==> config.mk <==
export PLATFORM = sky130hd
export DESIGN_NAME = mem_xlate_issue
export DESIGN_NICKNAME = d
export VERILOG_FILES = /design/src/rtl/mem_xlate_pkg.sv /design/src/rtl/dmw_match.sv /design/src/rtl/mem_xlate_issue.sv
export SDC_FILE = /design/constraint.sdc
export NUM_CORES = 1
export LEC_CHECK = 0
export ABC_CLOCK_PERIOD_IN_PS = 2600
export CAP_MARGIN = 20
export CORE_MARGIN = 1.5
export CORE_UTILIZATION = 41
export CTS_CLUSTER_SIZE = 28
export DETAILED_ROUTE_END_ITERATION = 6
export PLACE_DENSITY = 0.88
export SETUP_SLACK_MARGIN = 0.5
export SYNTH_ARGS = -nofsm -noshare
export SYNTH_HDL_FRONTEND = slang
export SYNTH_SLANG_ARGS = --single-unit
==> constraint.sdc <==
create_clock -name clk -period 2.6 [get_ports clk]
set_input_delay 0.52 -clock clk [delete_from_list [all_inputs] [get_ports clk]]
set_output_delay 0.52 -clock clk [all_outputs]
set_load 0.02 [all_outputs]
==> src/rtl/mem_xlate_pkg.sv <==
// Shared constants for the load/store translation and issue unit:
// exception codes, direct-map window field layout, access sizes, page size.
package mem_xlate_pkg;

    typedef enum logic [2:0] {
        EXC_NONE = 3'd0,
        EXC_ALE  = 3'd1,
        EXC_TLBR = 3'd2,
        EXC_PIL  = 3'd3,
        EXC_PIS  = 3'd4,
        EXC_PPI  = 3'd5,
        EXC_PME  = 3'd6
    } exc_code_e;

    // Layout of one direct-map window byte: {plv0, plv3, pseg[2:0], vseg[2:0]}
    localparam int DMW_VSEG_LSB = 0;
    localparam int DMW_PSEG_LSB = 3;
    localparam int DMW_PLV3_BIT = 6;
    localparam int DMW_PLV0_BIT = 7;

    localparam logic [1:0] SZ_BYTE = 2'd0;
    localparam logic [1:0] SZ_HALF = 2'd1;
    localparam logic [1:0] SZ_WORD = 2'd2;

    localparam logic [5:0] PS_4M = 6'd22;

    // Byte strobes for a store of the given size at the given low address bits.
    function automatic logic [3:0] store_strb(input logic [1:0] size, input logic [1:0] lo);
        logic [3:0] strb;
        case (size)
            SZ_BYTE: strb = 4'b0001 << lo;
            SZ_HALF: strb = lo[1] ? 4'b1100 : 4'b0011;
            default: strb = 4'b1111;
        endcase
        return strb;
    endfunction

endpackage

==> src/rtl/dmw_match.sv <==
// One direct-map window: hit detection against the current privilege level
// and the physical address the window would produce.
module dmw_match
    import mem_xlate_pkg::*;
(
    input  logic [7:0]  i_cfg,
    input  logic [31:0] i_va,
    input  logic [1:0]  i_plv,
    output logic        o_hit,
    output logic [31:0] o_pa
);

    logic [2:0] w_vseg;
    logic [2:0] w_pseg;
    logic       w_plv_ok;

    assign w_vseg   = i_cfg[DMW_VSEG_LSB +: 3];
    assign w_pseg   = i_cfg[DMW_PSEG_LSB +: 3];
    assign w_plv_ok = ((i_plv == 2'd0) & i_cfg[DMW_PLV0_BIT]) |
                      ((i_plv == 2'd3) & i_cfg[DMW_PLV3_BIT]);

    assign o_hit = (i_va[31:29] == w_vseg) & w_plv_ok;
    assign o_pa  = {w_pseg, i_va[28:0]};

endmodule

==> src/rtl/mem_xlate_issue.sv <==
// EXE-stage load/store address translation and data-SRAM request issue.
// A single request slot is translated (direct, direct-map window or TLB),
// checked for ALE/TLB exceptions and issued on the req/addr_ok/data_ok bus.
// Responses belonging to requests that were in flight at a flush are dropped.
// Optional MEM_XLATE_PERF_EN adds TLB-issue and exception event counters.
module mem_xlate_issue
    import mem_xlate_pkg::*;
#(
    parameter int NUM_DMW   = 2,
    parameter int MAX_OUTST = 4,
    parameter int CNT_W     = 3
) (
    input  logic                 clk,
    input  logic                 resetn,
    input  logic                 in_valid,
    output logic                 in_ready,
    input  logic [31:0]          in_vaddr,
    input  logic                 in_wr,
    input  logic [1:0]           in_size,
    input  logic [31:0]          in_wdata,
    input  logic                 flush,
    input  logic                 csr_da,
    input  logic [1:0]           csr_plv,
    input  logic [NUM_DMW*8-1:0] dmw_cfg,
    output logic [18:0]          tlb_vppn,
    output logic                 tlb_va_bit12,
    input  logic                 tlb_found,
    input  logic                 tlb_v,
    input  logic                 tlb_d,
    input  logic [19:0]          tlb_ppn,
    input  logic [5:0]           tlb_ps,
    input  logic [1:0]           tlb_plv,
    output logic                 sram_req,
    output logic                 sram_wr,
    output logic [1:0]           sram_size,
    output logic [3:0]           sram_wstrb,
    output logic [31:0]          sram_addr,
    output logic [31:0]          sram_wdata,
    input  logic                 sram_addr_ok,
    input  logic                 sram_data_ok,
    output logic                 resp_valid,
    output logic                 ex_valid,
    output logic [2:0]           ex_code,
    output logic [31:0]          ex_badv,
    output logic [CNT_W-1:0]     outst_cnt
`ifdef MEM_XLATE_PERF_EN
    ,
    output logic [31:0]          perf_tlb_cnt,
    output logic [31:0]          perf_exc_cnt
`endif
);

    logic             r_slot_valid;
    logic             r_first;
    logic             r_wr;
    logic [1:0]       r_size;
    logic [31:0]      r_vaddr;
    logic [31:0]      r_wdata;
    logic [CNT_W-1:0] r_outst;
    logic [CNT_W-1:0] r_discard;

    logic [NUM_DMW-1:0] w_dmw_hit;
    logic [31:0]        w_dmw_pa [NUM_DMW];
    logic [31:0]        w_dmw_sel_pa;
    logic               w_use_tlb;
    logic [31:0]        w_pa;
    logic               w_ale;
    exc_code_e          w_exc_code;
    logic               w_exc;
    logic               w_req;
    logic               w_issue;
    logic               w_dec;
    logic               w_accept;
    logic [3:0]         w_strb;
    logic [31:0]        w_wdata_rep;

    for (genvar g = 0; g < NUM_DMW; g++) begin : g_dmw
        dmw_match u_dmw (
            .i_cfg (dmw_cfg[g*8 +: 8]),
            .i_va  (r_vaddr),
            .i_plv (csr_plv),
            .o_hit (w_dmw_hit[g]),
            .o_pa  (w_dmw_pa[g])
        );
    end

    // Lowest-index window wins: scan downward so the lowest hit is written last.
    always_comb begin
        w_dmw_sel_pa = w_dmw_pa[0];
        for (int i = NUM_DMW - 1; i >= 0; i--) begin
            if (w_dmw_hit[i]) w_dmw_sel_pa = w_dmw_pa[i];
        end
    end

    // Address translation from the slot: direct, then windows, then TLB.
    always_comb begin
        w_use_tlb = 1'b0;
        w_pa      = r_vaddr;
        if (!csr_da) begin
            if (|w_dmw_hit) begin
                w_pa = w_dmw_sel_pa;
            end else begin
                w_use_tlb = 1'b1;
                w_pa      = (tlb_ps == PS_4M) ? {tlb_ppn[19:10], r_vaddr[21:0]}
                                              : {tlb_ppn, r_vaddr[11:0]};
            end
        end
    end

    // Exception classification in priority order.
    always_comb begin
        w_ale      = ((r_size == SZ_HALF) & r_vaddr[0]) |
                     ((r_size == SZ_WORD) & (r_vaddr[1:0] != 2'b00));
        w_exc_code = EXC_NONE;
        if (w_ale)                       w_exc_code = EXC_ALE;
        else if (w_use_tlb) begin
            if (!tlb_found)              w_exc_code = EXC_TLBR;
            else if (!tlb_v)             w_exc_code = r_wr ? EXC_PIS : EXC_PIL;
            else if (csr_plv > tlb_plv)  w_exc_code = EXC_PPI;
            else if (r_wr && !tlb_d)     w_exc_code = EXC_PME;
        end
    end

    // Exceptions are only judged in the slot's first cycle; later cycles are
    // waiting for addr_ok and must not re-fault on changing TLB inputs.
    assign w_exc    = r_slot_valid & r_first & (w_exc_code != EXC_NONE) & ~flush;
    assign w_req    = r_slot_valid & ~w_exc & ~flush & (r_outst < CNT_W'(MAX_OUTST));
    assign w_issue  = w_req & sram_addr_ok;
    assign w_dec    = sram_data_ok & (r_outst != '0);
    assign in_ready = ~r_slot_valid | w_issue | w_exc;
    assign w_accept = in_valid & in_ready & ~flush;

    // Store strobes and lane replication of the unaligned store data.
    always_comb begin
        w_strb      = r_wr ? store_strb(r_size, r_vaddr[1:0]) : 4'b0000;
        w_wdata_rep = r_wdata;
        case (r_size)
            SZ_BYTE: w_wdata_rep = {4{r_wdata[7:0]}};
            SZ_HALF: w_wdata_rep = {2{r_wdata[15:0]}};
            default: w_wdata_rep = r_wdata;
        endcase
    end

    assign tlb_vppn     = r_vaddr[31:13];
    assign tlb_va_bit12 = r_vaddr[12];

    // Request fields are a function of the held slot, so they stay stable
    // while req waits for addr_ok; they read as zero when no request is up.
    assign sram_req   = w_req;
    assign sram_wr    = w_req & r_wr;
    assign sram_size  = w_req ? r_size      : 2'b00;
    assign sram_wstrb = w_req ? w_strb      : 4'b0000;
    assign sram_addr  = w_req ? w_pa        : 32'd0;
    assign sram_wdata = w_req ? w_wdata_rep : 32'd0;

    assign ex_valid   = w_exc;
    assign ex_code    = w_exc ? w_exc_code : EXC_NONE;
    assign ex_badv    = w_exc ? r_vaddr : 32'd0;
    assign resp_valid = w_dec & (r_discard == '0) & ~flush;
    assign outst_cnt  = r_outst;

    // Request slot: load on accept, empty on issue, exception or flush.
    always_ff @(posedge clk or negedge resetn) begin
        if (!resetn) begin
            r_slot_valid <= 1'b0;
            r_first      <= 1'b0;
            r_wr         <= 1'b0;
            r_size       <= 2'b00;
            r_vaddr      <= 32'd0;
            r_wdata      <= 32'd0;
        end else begin
            r_first <= w_accept;
            if (w_accept) begin
                r_slot_valid <= 1'b1;
                r_wr         <= in_wr;
                r_size       <= in_size;
                r_vaddr      <= in_vaddr;
                r_wdata      <= in_wdata;
            end else if (flush | w_issue | w_exc) begin
                r_slot_valid <= 1'b0;
            end
        end
    end

    // Outstanding and discard accounting; a flush marks every in-flight
    // request (minus one answered this cycle) as stale.
    always_ff @(posedge clk or negedge resetn) begin
        if (!resetn) begin
            r_outst   <= '0;
            r_discard <= '0;
        end else begin
            case ({w_issue, w_dec})
                2'b10:   r_outst <= r_outst + CNT_W'(1);
                2'b01:   r_outst <= r_outst - CNT_W'(1);
                default: r_outst <= r_outst;
            endcase
            if (flush)
                r_discard <= r_outst - CNT_W'(w_dec);
            else if (w_dec && (r_discard != '0))
                r_discard <= r_discard - CNT_W'(1);
        end
    end

`ifdef MEM_XLATE_PERF_EN
    // Event counters: TLB-translated issues and exception pulses.
    always_ff @(posedge clk or negedge resetn) begin
        if (!resetn) begin
            perf_tlb_cnt <= 32'd0;
            perf_exc_cnt <= 32'd0;
        end else begin
            if (w_issue && w_use_tlb) perf_tlb_cnt <= perf_tlb_cnt + 32'd1;
            if (w_exc)                perf_exc_cnt <= perf_exc_cnt + 32'd1;
        end
    end
`endif

endmodule

# Word level (Yosys, flattened, before mapping)
# Index checks and enable logic that the tools add are counted.
totals:
  register_bits: 75
  latchBits: 0
  mem_bits_rw: 0
  rom_bits: 0
  input_bits: 123
  out_inout_bits: 133
  elab_cells: 97
  memories: 0
op_classes:
  n_addsub: 4
  multipliers: 0
  div_mod_pow: 0
  order_cmp: 2
  n_eq_ne: 8
  shift: 1
  mux: 29
  n_bitwise: 31
  n_reduce_logical: 14
op_table:
  columns: ["op", "n"]
  rows:
  - ["two-way mux 32 bit", 7]
  - ["case mux 32 bit (2 select lines)", 1]
  - ["two-way mux 3 bit", 10]
  - ["two-way mux 22 bit", 1]
  - ["bitwise AND 1 bit", 21]
  - ["two-way mux 4 bit", 3]
  - ["nonzero test 3 bit", 3]
  - ["case mux 4 bit (2 select lines)", 1]
  - ["nonzero test 2 bit", 4]
  - ["OR 1 bit", 7]
  - ["== test 2 bit, second input constant", 3]
  - ["== test 3 bit", 2]
  - ["== test 6 x 5 -> 1 bit, second input constant", 1]
  - ["case mux 3 bit (2 select lines)", 1]
  - ["subtractor 3 x 1 -> 3 bit, second input constant", 2]
  - ["== test 2 x 1 -> 1 bit, second input constant", 2]
  - ["logical NOT 2 bit", 2]
  - ["two-way mux 1 bit", 4]
  - ["<< shifter 1 x 2 -> 4 bit, first input constant", 1]
  - ["adder 3 x 1 -> 3 bit, second input constant", 1]
  - ["logical NOT 3 bit", 1]
  - ["< comparator 3 bit, second input constant", 1]
  - ["inverter 1 bit", 3]
  - ["subtractor 3 x 1 -> 3 bit", 1]
  - ["other kinds (5)", 6]

# Logic depth before layout (Yosys ltp)
logic_depth:
  word_depth: 22
  depth_mapped: 15

# By module
# A second synthesis with hierarchy kept.
hier_totals:
  cells_unflattened: 988
  area_unflattened_um2: 7872.6
modules_own_cells:
  columns: ["module", "instances", "cells_each", "area_per_inst_um2", "seq_area_each_um2"]
  rows:
  - ["mem_xlate_issue", 1, 912, 7282.0, 1876.8]
  - ["dmw_match", 2, 38, 295.3, 0.0]

# Worst setup path before layout
# No wires, ideal clock.
synth_path:
  kind: "input port to flip-flop"
  start: "in tlb_plv[1]"
  end: "reg r_outst[2], in the netlist outst_cnt[2]"
  setup_time_ns: 0.080
  t_arrival_ns: 2.783
  required_time_ns: 2.520
  slack_ns: -0.263
  cell_stages: 15
  path_buffers: 1
  cell_sequence: "inv_1 > ha_1 > nor2b_1 > o31a_1 > o211ai_4 > o211ai_2 > inv_2 > buf_2 > nand2_1 > ha_1 > inv_1 > fa_1 > xor2_1 > nor2_1 > xnor2_1"
synth_between:
  elab_chain_len: 16
  elab_cells_between_ends: 18
synth_rtl:
  columns: ["element", "line_no", "source"]
  rows:
  - ["start, declared", "mem_xlate_issue.sv:32", "input logic [1:0] tlb_plv,"]
  - ["greater-than comparator 2 bit *", "mem_xlate_issue.sv:119", "else if (csr_plv > tlb_plv) w_exc_code = EXC_PPI;"]
  - ["two-way mux 3 bit *", "mem_xlate_issue.sv:119", null]
  - ["two-way mux 3 bit *", "mem_xlate_issue.sv:118", "else if (!tlb_v) w_exc_code = r_wr ? EXC_PIS : EXC_PIL;"]
  - ["two-way mux 3 bit *", "mem_xlate_issue.sv:117", "if (!tlb_found) w_exc_code = EXC_TLBR;"]
  - ["two-way mux 3 bit *", "mem_xlate_issue.sv:116", "else if (w_use_tlb) begin"]
  - ["two-way mux 3 bit *", "mem_xlate_issue.sv:115", "if (w_ale) w_exc_code = EXC_ALE;"]
  - ["nonzero test 3 bit *", "mem_xlate_issue.sv:126", "assign w_exc = r_slot_valid & r_first & (w_exc_code != EXC_NONE) & ~flush;"]
  - ["bitwise AND 1 bit * (2 in a row)", "mem_xlate_issue.sv:126", null]
  - ["inverter 1 bit *", "mem_xlate_issue.sv:127", "assign w_req = r_slot_valid & ~w_exc & ~flush & (r_outst < CNT_W'(MAX_OUTST));"]
  - ["bitwise AND 1 bit * (3 in a row)", "mem_xlate_issue.sv:127", null]
  - ["via sram_req", "mem_xlate_issue.sv:33", "output logic sram_req,"]
  - ["bitwise AND 1 bit *", "mem_xlate_issue.sv:128", "assign w_issue = w_req & sram_addr_ok;"]
  - ["== test 2 x 1 -> 1 bit / == test 2 bit (equally long branches)", "mem_xlate_issue.sv:192", "case ({w_issue, w_dec})"]
  - ["case mux 3 bit (2 select lines) / nonzero test 2 bit (equally long branches)", null, null]
  - ["end signal, assigned", "mem_xlate_issue.sv:193", "2'b10: r_outst <= r_outst + CNT_W'(1);"]
  - ["end signal, assigned", "mem_xlate_issue.sv:194", "2'b01: r_outst <= r_outst - CNT_W'(1);"]
  - ["end signal, assigned", "mem_xlate_issue.sv:195", "default: r_outst <= r_outst;"]
  - ["end, declared", "mem_xlate_issue.sv:59", "logic [CNT_W-1:0] r_outst;"]
# The timed path passes the listed nets; every way through them passes the cells marked *.
# A chain may end at the register's enable or synchronous reset.

# Worst setup path in the final report
layout_path:
  start: "in csr_plv[1]"
  end: "out ex_code[2]"
layout_between:
  elab_chain_len: 13
  elab_cells_between_ends: 23
layout_rtl:
  columns: ["element", "line_no", "source"]
  rows:
  - ["start, declared", "mem_xlate_issue.sv:23", "input logic [1:0] csr_plv,"]
  - ["== test 2 bit / logical NOT 2 bit (equally long branches)", "dmw_match.sv:20, dmw_match.sv:19", null]
  - ["bitwise AND 1 bit (on tied branches)", "dmw_match.sv:20, dmw_match.sv:19", null]
  - ["OR 1 bit", "dmw_match.sv:19", "assign w_plv_ok = ((i_plv == 2'd0) & i_cfg[DMW_PLV0_BIT]) |"]
  - ["bitwise AND 1 bit", "dmw_match.sv:22", "assign o_hit = (i_va[31:29] == w_vseg) & w_plv_ok;"]
  - ["OR reduction 2 bit", "mem_xlate_issue.sv:100", "if (|w_dmw_hit) begin"]
  - ["two-way mux 1 bit", "mem_xlate_issue.sv:100", null]
  - ["two-way mux 1 bit", "mem_xlate_issue.sv:99", "if (!csr_da) begin"]
  - ["two-way mux 3 bit *", "mem_xlate_issue.sv:116", null]
  - ["two-way mux 3 bit *", "mem_xlate_issue.sv:115", null]
  - ["nonzero test 3 bit", "mem_xlate_issue.sv:126", null]
  - ["bitwise AND 1 bit (2 in a row)", "mem_xlate_issue.sv:126", null]
  - ["two-way mux 3 bit *", "mem_xlate_issue.sv:157", "assign ex_code = w_exc ? w_exc_code : EXC_NONE;"]
  - ["end, declared", "mem_xlate_issue.sv:43", "output logic [2:0] ex_code,"]
# Mark *: on every way between the ends. The rest lies on a longest branch, timed or not.

==> reports/qor.csv <==
stage,metric,value,unit
outcome,status,finished with violations,
outcome,violations,negative setup slack,
sta,hold_violations,0,
floorplanning,fp.dieH,129,microns
setup_path,max_stage_delay,0.36,ns
yosys,yosysUniqueCellTypes,51,
floorplanning,die_area,16700,sq um
yosys,synth_top_area_share,28.7,%
finish,insertedDiodeCount,0,
sta,period_needed,3.08,ns
sta,fin_ws,-0.479,ns
yosys,synthesis.instances,841,
sta,tightest_slew,0.643,ns
yosys,synth_edf_count,0,
placed_design,finalWeightedCongestion,0.865,
grt,antenna_found_initial,0,
setup_path,cp_data_arrival_time,2.56,ns
grt,grt_max_degree,101,
job,maxCapViolCount,0,
sta,fin_crit_sh,118,%
hold_path,min-delay-path-class,in -> async,
placed_design,place_area,10300,sq um
yosys,synthMostInstantiatedCell,a21oi_1,
grt,grt-ovfl-total,0,
detailed_routing,remaining_drc_errors,0,
floorplanning,coreArea,15400,sq um
clock_network,cts_sinks,75,
sta,slew_headroom,57.2,%
floorplanning,io-pin-count,256,
yosys,synthesis.area,6540,sq um
detailed_routing,drt_iter0_markers,1024,
setup_path,critical_path.max_fanout,4,
setup_path,slowest_stage,o21ai_0,
finish,final_cell_area,12300,sq um
clock_network,hold_buffers,0,
detailed_routing,ant_nets,0,
detailed_routing,drt_pass1_iterations,5,
detailed_routing,post_drt_wl_per_cell,25.1,microns
grt,grt_pass1_vias,7863,
sta,finalClockSkew,0.00705,ns
yosys,ys_warn_count,0,
yosys,ys_seq_elements,75,
setup_path,critical_path.cell_chain,"buf_8, ha_4, nor2b_4, o31a_1, buf_4, buf_4, buf_4, buf_4, o21ai_0, a211oi_4, buf_6",
placed_design,numPortBuffers,255,
setup_path,worst_setup_path_end_kind,primary output,
pwr,leakage,5.14,nW
floorplanning,fp.dieW,129,microns
clock_network,cts.reportedPaths.clkPinSlew,0.06,ns
detailed_routing,viasPerCell,6.48,
clock_network,cts-root-buf,clkbuf_16,
setup_path,cp_common_cell,buf_4,
clock_network,clk_latency,0.35,ns
grt,grtUsageTotal,32.9,%
finish,final_nets,1270,
setup_path,crit_type,in -> out,
clock_network,cts_tree,done,
sta,whs,0.131,ns
setup_path,required,2.08,ns
placed_design,hpwlAfterDp,17.9,mm
sta,maxSlewViolCount,0,
yosys,synth_nets,972,
yosys,postSynthAreaPerCell,7.78,sq um
detailed_routing,drt_wl_total,34.0,mm
yosys,synth_flop_cell,dfrtp_1,
yosys,synth-seq-area-share,28.7,%
floorplanning,rows,45,
yosys,synth_area_leader_cell,dfrtp_1,
finish,fillers,882,
floorplanning,start_util,42.6,%
clock_network,htree_num_levels,3,
grt,grt_pass1_wl,42.9,mm
detailed_routing,vias,8778,
pwr,cellPowerDensity,950,nW/um^2
sta,setup_viol,111,
pwr,vdd_drop_max,634,uV
yosys,synth.top_cells.by_area,"dfrtp_1, o2111ai_1, a21oi_1",
yosys,synth_commonest_cells,"a21oi_1, nand2_1, dfrtp_1",
finish,drive_above_1_share,41.0,%
yosys,ys_async_sr_fraction,100,%
clock_network,numCtsBuffers,9,
clock_network,cts_buffer_depth,2,
sta,max_freq,325,MHz
setup_path,start_kind,input pin,
sta,rsz0062_at_grt,true,
finish,syn_to_final_growth,88.5,%
per-layer routing:
metal / global-route usage, % / vias up / share of wire, %
met1: 38.2 / 4189 / 34
met3: 6.03 / 183 / 11
met4: 16.0 / 0 / 6.5
li1: - / 3711 / -
met2: 58.5 / 695 / 49
met5: 0 / - / 0
state kept, by name (all words and copies together) (netlist names):
register and cells:
r_vaddr 32, r_wdata 32, outst_cnt 3, r_discard 3
r_size 2, r_first 1, r_slot_valid 1, r_wr 1
final timing paths:
check | start | endpoint | slack (ns) | cells past startpoint
worst min-delay path | resetn | r_wdata[3]$_DFFE_PN0P_ | 0.13 | 1
worst max-delay path | csr_plv[1] | ex_code[2] | -0.48 | 11
max in group asynchronous | resetn | r_vaddr[16]$_DFFE_PN0P_ | 1.83 | 2
worst max register to register | r_vaddr[29]$_DFFE_PN0P_ | outst_cnt[2]$_DFFE_PN0P_ | -0.29 | 17
worst min register to register | r_wdata[23]$_DFFE_PN0P_ | r_wdata[23]$_DFFE_PN0P_ | 0.57 | 2
min in group clk | r_wdata[23]$_DFFE_PN0P_ | r_wdata[23]$_DFFE_PN0P_ | 0.57 | 2
power breakdown:
| group | leakage [nW] | switching [W] | internal (W) | total (W) |
|---|---|---|---|---|
| combinational | 4.13 | 0.00422 | 0.00355 | 0.00777 |
| sequential | 0.857 | 0.000857 | 0.00176 | 0.00261 |
| clock | 0.153 | 0.000530 | 0.000795 | 0.00133 |
kinds of logic after synthesis:
| kind of cell | Yosys count | synth area share [%] |
|---|---|---|
| flip-flops | 75 | 28.7 |
| multiplexers | 17 | 2.60 |
| buffers and inverters | 135 | 9.98 |
| AO/OA/AOI/OAI | 299 | 32.0 |
| XOR/XNOR | 13 | 1.74 |
| adder cells (fa/ha/maj) | 8 | 1.64 |
| AND/OR/NAND/NOR | 294 | 23.4 |
per-stage QoR:
stage / util (%) / instances / TNS, ns / setup slack [ns] / power [W]
6_report: 80.2 / 1355 / -37.56 / -0.479 / 0.0117
3_5_place_dp: 67.3 / 1276 / -194.67 / -1.38 / 0.00861
2_1_floorplan: - / 841 / -5.65 / -0.191 / 0.00655
4_1_cts: 73.8 / 1318 / -19.61 / -0.303 / 0.0105
3_3_place_gp: 67.3 / 1276 / -189.60 / -1.32 / 0.00845
5_1_grt: 80.2 / 1355 / -41.50 / -0.508 / 0.0122
repair_timing:
item | CTS | global route
gates resized for setup | 742 | 143
setup endpoints to repair | 182 | 185
pin swaps | 41 | 50
buffers inserted | 22 | 22
cloned | 4 | 15
cell type report:
| cell class | instances | area (sq um) | share of cell area (%) |
|---|---|---|---|
| Clock buffer | 12 | 256 | 2.08 |
| Clock inverter | 4 | 48.8 | 0.396 |
| Inverter | 17 | 88.8 | 0.721 |
| Multi-Input combinational cell | 631 | 5250 | 42.6 |
| Sequential cell | 75 | 1880 | 15.3 |
| Tap cell | 211 | 264 | 2.14 |
| Timing Repair Buffer | 403 | 4510 | 36.6 |
| Timing Repair inverter | 2 | 32.5 | 0.264 |
cells in the final DEF, fill, tap and decap left out, drive strengths merged, types with 34 or more instances in the layout:
| cell type | netlist | layout |
|---|---|---|
| a21oi | 108 | 108 |
| nor2 | 40 | 40 |
| nand2 | 101 | 101 |
| dfrtp | 75 | 75 |
| buf | 56 | 253 |
| and3 | 68 | 68 |
| o21ai | 34 | 34 |
| o211ai | 71 | 71 |
| clkdlybuf4s50 | 0 | 124 |
| o2111ai | 68 | 68 |
critical path: cells and delay by family:
family | cells | cell delay [ns]
compound gates | 3 | 0.80
fa+ha+maj | 1 | 0.24
buf+inv | 6 | 0.85
simple gates | 1 | 0.15
(Power assumes the default switching activity.)
